[src/rtl/addsub_pipe.sv]
// addsub_pipe: pipelined add/subtract with carry/borrow, two's-complement overflow and optional saturation.
// Elastic valid/ready pipeline: every stage loads from its predecessor together whenever the output slot is free.
module addsub_pipe #(
  parameter int unsigned DATAWIDTH = 8,
  parameter int unsigned STAGES    = 2,
  parameter int unsigned SIGNED    = 0,
  parameter int unsigned SATURATE  = 0
) (
  input  logic                 Clk,
  input  logic                 Rst,
  input  logic                 in_valid,
  output logic                 in_ready,
  input  logic [DATAWIDTH-1:0] a,
  input  logic [DATAWIDTH-1:0] b,
  input  logic                 op,
  output logic                 out_valid,
  input  logic                 out_ready,
  output logic [DATAWIDTH-1:0] result,
  output logic                 cb,
  output logic                 ovf
);

  localparam int unsigned MSB = DATAWIDTH - 1;

  typedef struct packed {
    logic [DATAWIDTH-1:0] res;
    logic                 cb;
    logic                 ovf;
  } stage_t;

  logic [DATAWIDTH:0]   wide_c;
  logic [DATAWIDTH-1:0] sum_c;
  logic [DATAWIDTH-1:0] res_c;
  logic                 cb_c;
  logic                 ovf_c;
  logic                 advance;

  stage_t               stage_q [STAGES];
  logic [STAGES-1:0]    vld_q;

  // Stage-1 arithmetic: zero-extended add/sub, flags, then optional clamping.
  always_comb begin
    wide_c = op ? ({1'b0, a} + {1'b0, b}) : ({1'b0, a} - {1'b0, b});
    sum_c  = wide_c[MSB:0];
    cb_c   = wide_c[DATAWIDTH];
    if (op) begin
      ovf_c = (a[MSB] == b[MSB]) && (sum_c[MSB] != a[MSB]);
    end else begin
      ovf_c = (a[MSB] != b[MSB]) && (sum_c[MSB] != a[MSB]);
    end
    res_c = sum_c;
    if (SATURATE != 0) begin
      if (SIGNED == 0) begin
        if (cb_c) begin
          res_c = op ? {DATAWIDTH{1'b1}} : {DATAWIDTH{1'b0}};
        end
      end else if (ovf_c) begin
        // On overflow the true value carries the sign of a.
        res_c = a[MSB] ? {1'b1, {MSB{1'b0}}} : {1'b0, {MSB{1'b1}}};
      end
    end
  end

  assign advance  = out_ready | ~out_valid;
  assign in_ready = advance;

  // Whole pipeline shifts as one when the last stage is free or being drained.
  always_ff @(posedge Clk or posedge Rst) begin
    if (Rst) begin
      vld_q <= '0;
      for (int i = 0; i < int'(STAGES); i++) begin
        stage_q[i] <= '0;
      end
    end else if (advance) begin
      vld_q[0]   <= in_valid;
      stage_q[0] <= {res_c, cb_c, ovf_c};
      for (int i = 1; i < int'(STAGES); i++) begin
        vld_q[i]   <= vld_q[i-1];
        stage_q[i] <= stage_q[i-1];
      end
    end
  end

  assign out_valid = vld_q[STAGES-1];
  assign result    = stage_q[STAGES-1].res;
  assign cb        = stage_q[STAGES-1].cb;
  assign ovf       = stage_q[STAGES-1].ovf;

endmodule

[config.mk]
export PLATFORM = sky130hd
export DESIGN_NAME = addsub_pipe
export DESIGN_NICKNAME = d
export VERILOG_FILES = /design/src/rtl/addsub_pipe.sv
export SDC_FILE = /design/constraint.sdc
export NUM_CORES = 1
export LEC_CHECK = 0
export CAP_MARGIN = 20
export CORE_MARGIN = 5
export CORE_UTILIZATION = 39
export CTS_BUF_LIST = sky130_fd_sc_hd__clkbuf_8
export CTS_CLUSTER_SIZE = 12
export DETAILED_ROUTE_END_ITERATION = 10
export GPL_TIMING_DRIVEN = 0
export PLACE_DENSITY = 0.65
export SYNTH_ARGS = -nofsm -noshare
export SYNTH_HDL_FRONTEND = slang
export SYNTH_SLANG_ARGS = --single-unit
[constraint.sdc]
create_clock -name Clk -period 3.6 [get_ports Clk]
set_input_delay 0.72 -clock Clk [delete_from_list [all_inputs] [get_ports Clk]]
set_output_delay 0.72 -clock Clk [all_outputs]
set_load 0.005 [all_outputs]
# Yosys cells after proc, flatten, opt, wreduce, memory -nomap -nowiden

Index checks and enable logic that the tools add are counted.
W data, S select, Z words.

Add/subtract/negate cells: 2
Reduce and logical (&&, ||, !) cells: 2
Multiplexer cells: 2
Bitwise logic cells: 2
Equal/unequal tests: 3

Operator list:

| operator            | count |
|---|---|
| $add A8 B8 Y9       | 1 |
| $mux W9             | 1 |
| $sub A8 B8 Y9       | 1 |
| $logic_and A1 B1 Y1 | 2 |
| $ne A1 B1 Y1        | 2 |
| $eq A1 B1 Y1        | 1 |
| $mux W1             | 1 |
| $not A1 Y1          | 1 |
| $or A1 B1 Y1        | 1 |

Input port bits: 21
Output and inout bits: 12
Word-level logic and storage cells: 18
Register bits: 22

# Logic depth before layout (Yosys ltp)

Depth after elaboration: 5
Depth in mapped cells: 11
Depth with buffers taken out: 11

# Worst setup path after synthesis

OpenSTA, ideal clock, no wires.

Kind: input-to-reg
Start point: input b[3]
End point: register stage_q[10] (netlist name)
Arrival time: 2.813 ns
Setup slack: 0.655 ns
Cell stages on the path: 10
Path through: or3_1 -> nor3b_1 -> nor2_1 -> xor2_1 -> ha_1 -> a21o_1 -> a22oi_1 -> o31ai_2 -> o2111ai_1 -> or3b_1

Cells in the longest elaborated chain, start to end: 5
Elaborated cells between the ends (all ways): 7
Classes of those cells: 2 x add/sub; 1 x eq/ne; 2 x mux; 2 x reduce/logical

Ends and longest elaborated chain:

| item                                           | RTL line | RTL |
|---|---|---|
| start, declared                                | 14       | `input logic [DATAWIDTH-1:0] b,` |
| $sub A8 B8 Y9 or $add A8 B8 Y9 (tied branches) | 43       | `wide_c = op ? ({1'b0, a} + {1'b0, b}) : ({1'b0, a} - {1'b0, b});` |
| $mux W9 *                                      | 43       |  |
| $ne A1 B1 Y1 *                                 | 47, 49   |  |
| $logic_and A1 B1 Y1 (on tied branches)         | 49, 47   |  |
| $mux W1 *                                      | 46       | `if (op) begin` |
| end signal, assigned by index                  | 79       | `stage_q[i] <= stage_q[i-1];` |
| end, declared                                  | 38       | `stage_t stage_q [STAGES];` |

Mark *: on every way between the ends. The rest lies on a longest branch, timed or not.
A chain may end at the register's enable or synchronous reset.

# Worst setup path in the final report

Same ends and word-level chain as after synthesis.

==> impl_metrics.yaml <==
sta:
  fin_ws_ps: 263
  rsz0062_at_grt: "false"
  hold_violations: 0
  clock.fmax_mhz: 300
  setup_viol: 0
  period_minus_slack_ps: 3340
  setup-tns-final_ps: 0
  tightest_slew_ps: 790
  period_share: 0.927
  slew_viol_final: 0
  fin_skew_ps: 1.71
  worst_hold_slack_ps: 467
  relSlewSlack: 0.473
clock_network:
  cts_tree: "built"
  cts_setup_buffers: 0
  clkTransAtPathRegs_ps: 80
  insertion_delay_ps: 260
  cts_root_buffer: "clkbuf_8"
  htree_num_levels: 1
  cts-resized-gates: 0
  cts_max_path_buffers: 2
  cts_hold_buf: 0
  numCtsBuffers: 3
  clock-sinks: 22
finish:
  num_antenna_cells: 0
  finalNetCount: 225
  area_growth_pct: 31.7
  regArea_um2: 551
  drive_gt1_frac: 0.114
  final_cell_count_no_fill: 239
  multi_input_area_um2: 739
  n_fill_cell: 324
routing:
  first_pass_iters: 4
  viasPerCell: 4.73
  wirelength_mm: 2.64
  post_drt_wl_per_cell_um: 11.0
  via_count: 1130
  drt-initial-drc-count: 42
  drc_errors: 0
  ant_nets: 0
setup_path:
  cp.required_ps: 3740
  cp_cell_sequence: "clkdlybuf4s50_1 > or3_1 > nor3b_1 > nor2_1 > xor2_1 > ha_1 > a21o_1 > a22oi_1 > o31ai_2 > o2111ai_1 > or3b_1"
  path_class: "in2reg"
  rr_worst_depth: 4
  worst_ep_arrival_time_ps: 3480
  slowest_stage: "clkdlybuf4s50_1"
  endpoint_kind: "flip-flop"
  start_kind: "primary input"
  path_max_fanout: 5
  cpPeakStageDelay_ps: 460
synthesis:
  synth_top_area_share: 0.397
  ys.flop_type: "dfrtp_1"
  synth_edf_count: 0
  ys_ff_latch: 22
  synthCells: 158
  netlist_top_cells_area: "dfrtp_1, nand2_1, ha_1"
  yosys-top-cells-count: "nand2_1, dfrtp_1, a21oi_1, nor2_1, ha_1"
  synth_area_um2: 1390
  synth_cell_types: 33
  ys_seq_area_frac: 0.397
  synthesis.nets: 189
  yosysWarnings: 0
  syn_avg_cell_area_um2: 8.77
  async_reset_ff_frac: 1.00
  yosys.cell_count.top_type: "nand2_1"
  yosys.area.top_type: "dfrtp_1"
worst_hold_path:
  hold_class: "reg2reg"
  whs_path_depth: 2
floorplan:
  core_area_um2: 3390
  die-area_um2: 4840
  initial_core_util: 0.409
  die_y_um: 69.6
  ios: 33
  die-width_um: 69.6
  row_count: 21
run:
  maxCapViolCount: 0
grt:
  grt_pass1_wl_mm: 4.93
  antenna_found_initial: 0
  grt-ovfl-total: 0
  grt_pass1_vias: 1189
  grt_usage: 0.120
  grt_max_degree: 23
place:
  placedCellCount: 235
  gp_congestion: 0.732
  dpl.hpwl_mm: 2.20
  portBuffers: 31
  pre_cts_slack_ps: 5.27
power:
  leakage_nw: 0.856
  vdd_drop_max_uv: 229
  p_total_mw: 0.912
  power.density_nw_per_um2: 500
status:
  outcome: "finished, final reports clean"
-- cell families (layout without fill, tap and decap cells) --
group | after synthesis | in the layout | synth area share
and+or+nand+nor | 67 | 67 | 0.212
AOI/OAI and AO/OA | 28 | 28 | 0.135
DFF | 22 | 22 | 0.397
buffers and inverters | 17 | 52 | 0.0686
xor gates and xnor gates | 13 | 13 | 0.0822
adders and majority gates | 10 | 10 | 0.0958
muxes | 1 | 1 | 0.00813
-- registers in the layout, summed over array words and instances (netlist names) --
name / count
ovf: 1
stage_q: 10
vld_q: 2
cb: 1
result: 8
-- final cells by class --
| class | count | share of cell area |
|---|---|---|
| inverters | 4 | 0.00823 |
| multi-input cells | 119 | 0.405 |
| clock inverters | 1 | 0.0165 |
| well taps | 46 | 0.0316 |
| plain buffers | 13 | 0.0439 |
| clock buffers | 3 | 0.0226 |
| flip-flops and latches | 22 | 0.302 |
| repair buffers | 31 | 0.170 |
-- worst max-delay path, delay by kind of cell --
| family | cells | cell delay [ps] |
|---|---|---|
| buffers and inverters | 1 | 460 |
| xor gates and xnor gates | 1 | 150 |
| adders and majority gates | 1 | 350 |
| AOI/OAI and AO/OA | 4 | 670 |
| and+or+nand+nor | 4 | 1130 |
-- layout by cell type (no fill, tap or decap), types with 2 or more instances in the layout --
cell type        Yosys  layout
ha_1                 9       9
buf_4                8       8
dfrtp_1             22      22
nor2_1              11      11
clkdlybuf4s50_1      0      31
clkbuf_1             4       4
xor2_1               8       8
inv_1                4       4
clkbuf_8             0       3
o21ai_1              2       2
nor3_1               3       3
xnor2_1              5       5
o21ai_0              3       3
a21o_1               3       3
nand2_1             45      45
o31ai_1              2       2
a21oi_1             11      11
-- worst paths after layout --
| path | slack (ps) | to | from |
|---|---|---|---|
| setup / recovery | 260 | stage_q[10] | b[3] |
| hold / removal | 470 | cb | cb |
| min in group asynchronous | 910 | ovf | Rst |
| setup reg to reg | 2320 | stage_q[17] | vld_q[1] |
| max in group asynchronous | 2200 | stage_q[14] | Rst |
| hold reg to reg | 470 | cb | cb |
-- stage by stage --
| step | util | area, um2 |
|---|---|---|
| after floorplan | - | 1390 |
| after global placement | 0.517 | 1750 |
| after detailed placement | 0.517 | 1750 |
| after CTS | 0.538 | 1820 |
| after global routing | 0.538 | 1820 |
| final | 0.538 | 1820 |
-- power by group --
part,switching (mW),internal (mW),total (mW)
sequential,0.0366,0.317,0.353
combinational,0.140,0.195,0.334
clock,0.0758,0.148,0.224
total,0.252,0.660,0.912
-- routing by layer --
layer | vias to the layer above | share of wire | GRT usage
li1 | 589 | - | -
met5 | - | 0 | 0
met4 | 0 | 0.010 | 0.0456
met1 | 503 | 0.43 | 0.141
met3 | 2 | 0.062 | 0.0217
met2 | 36 | 0.49 | 0.214
Power figures use the tool's default switching activity.
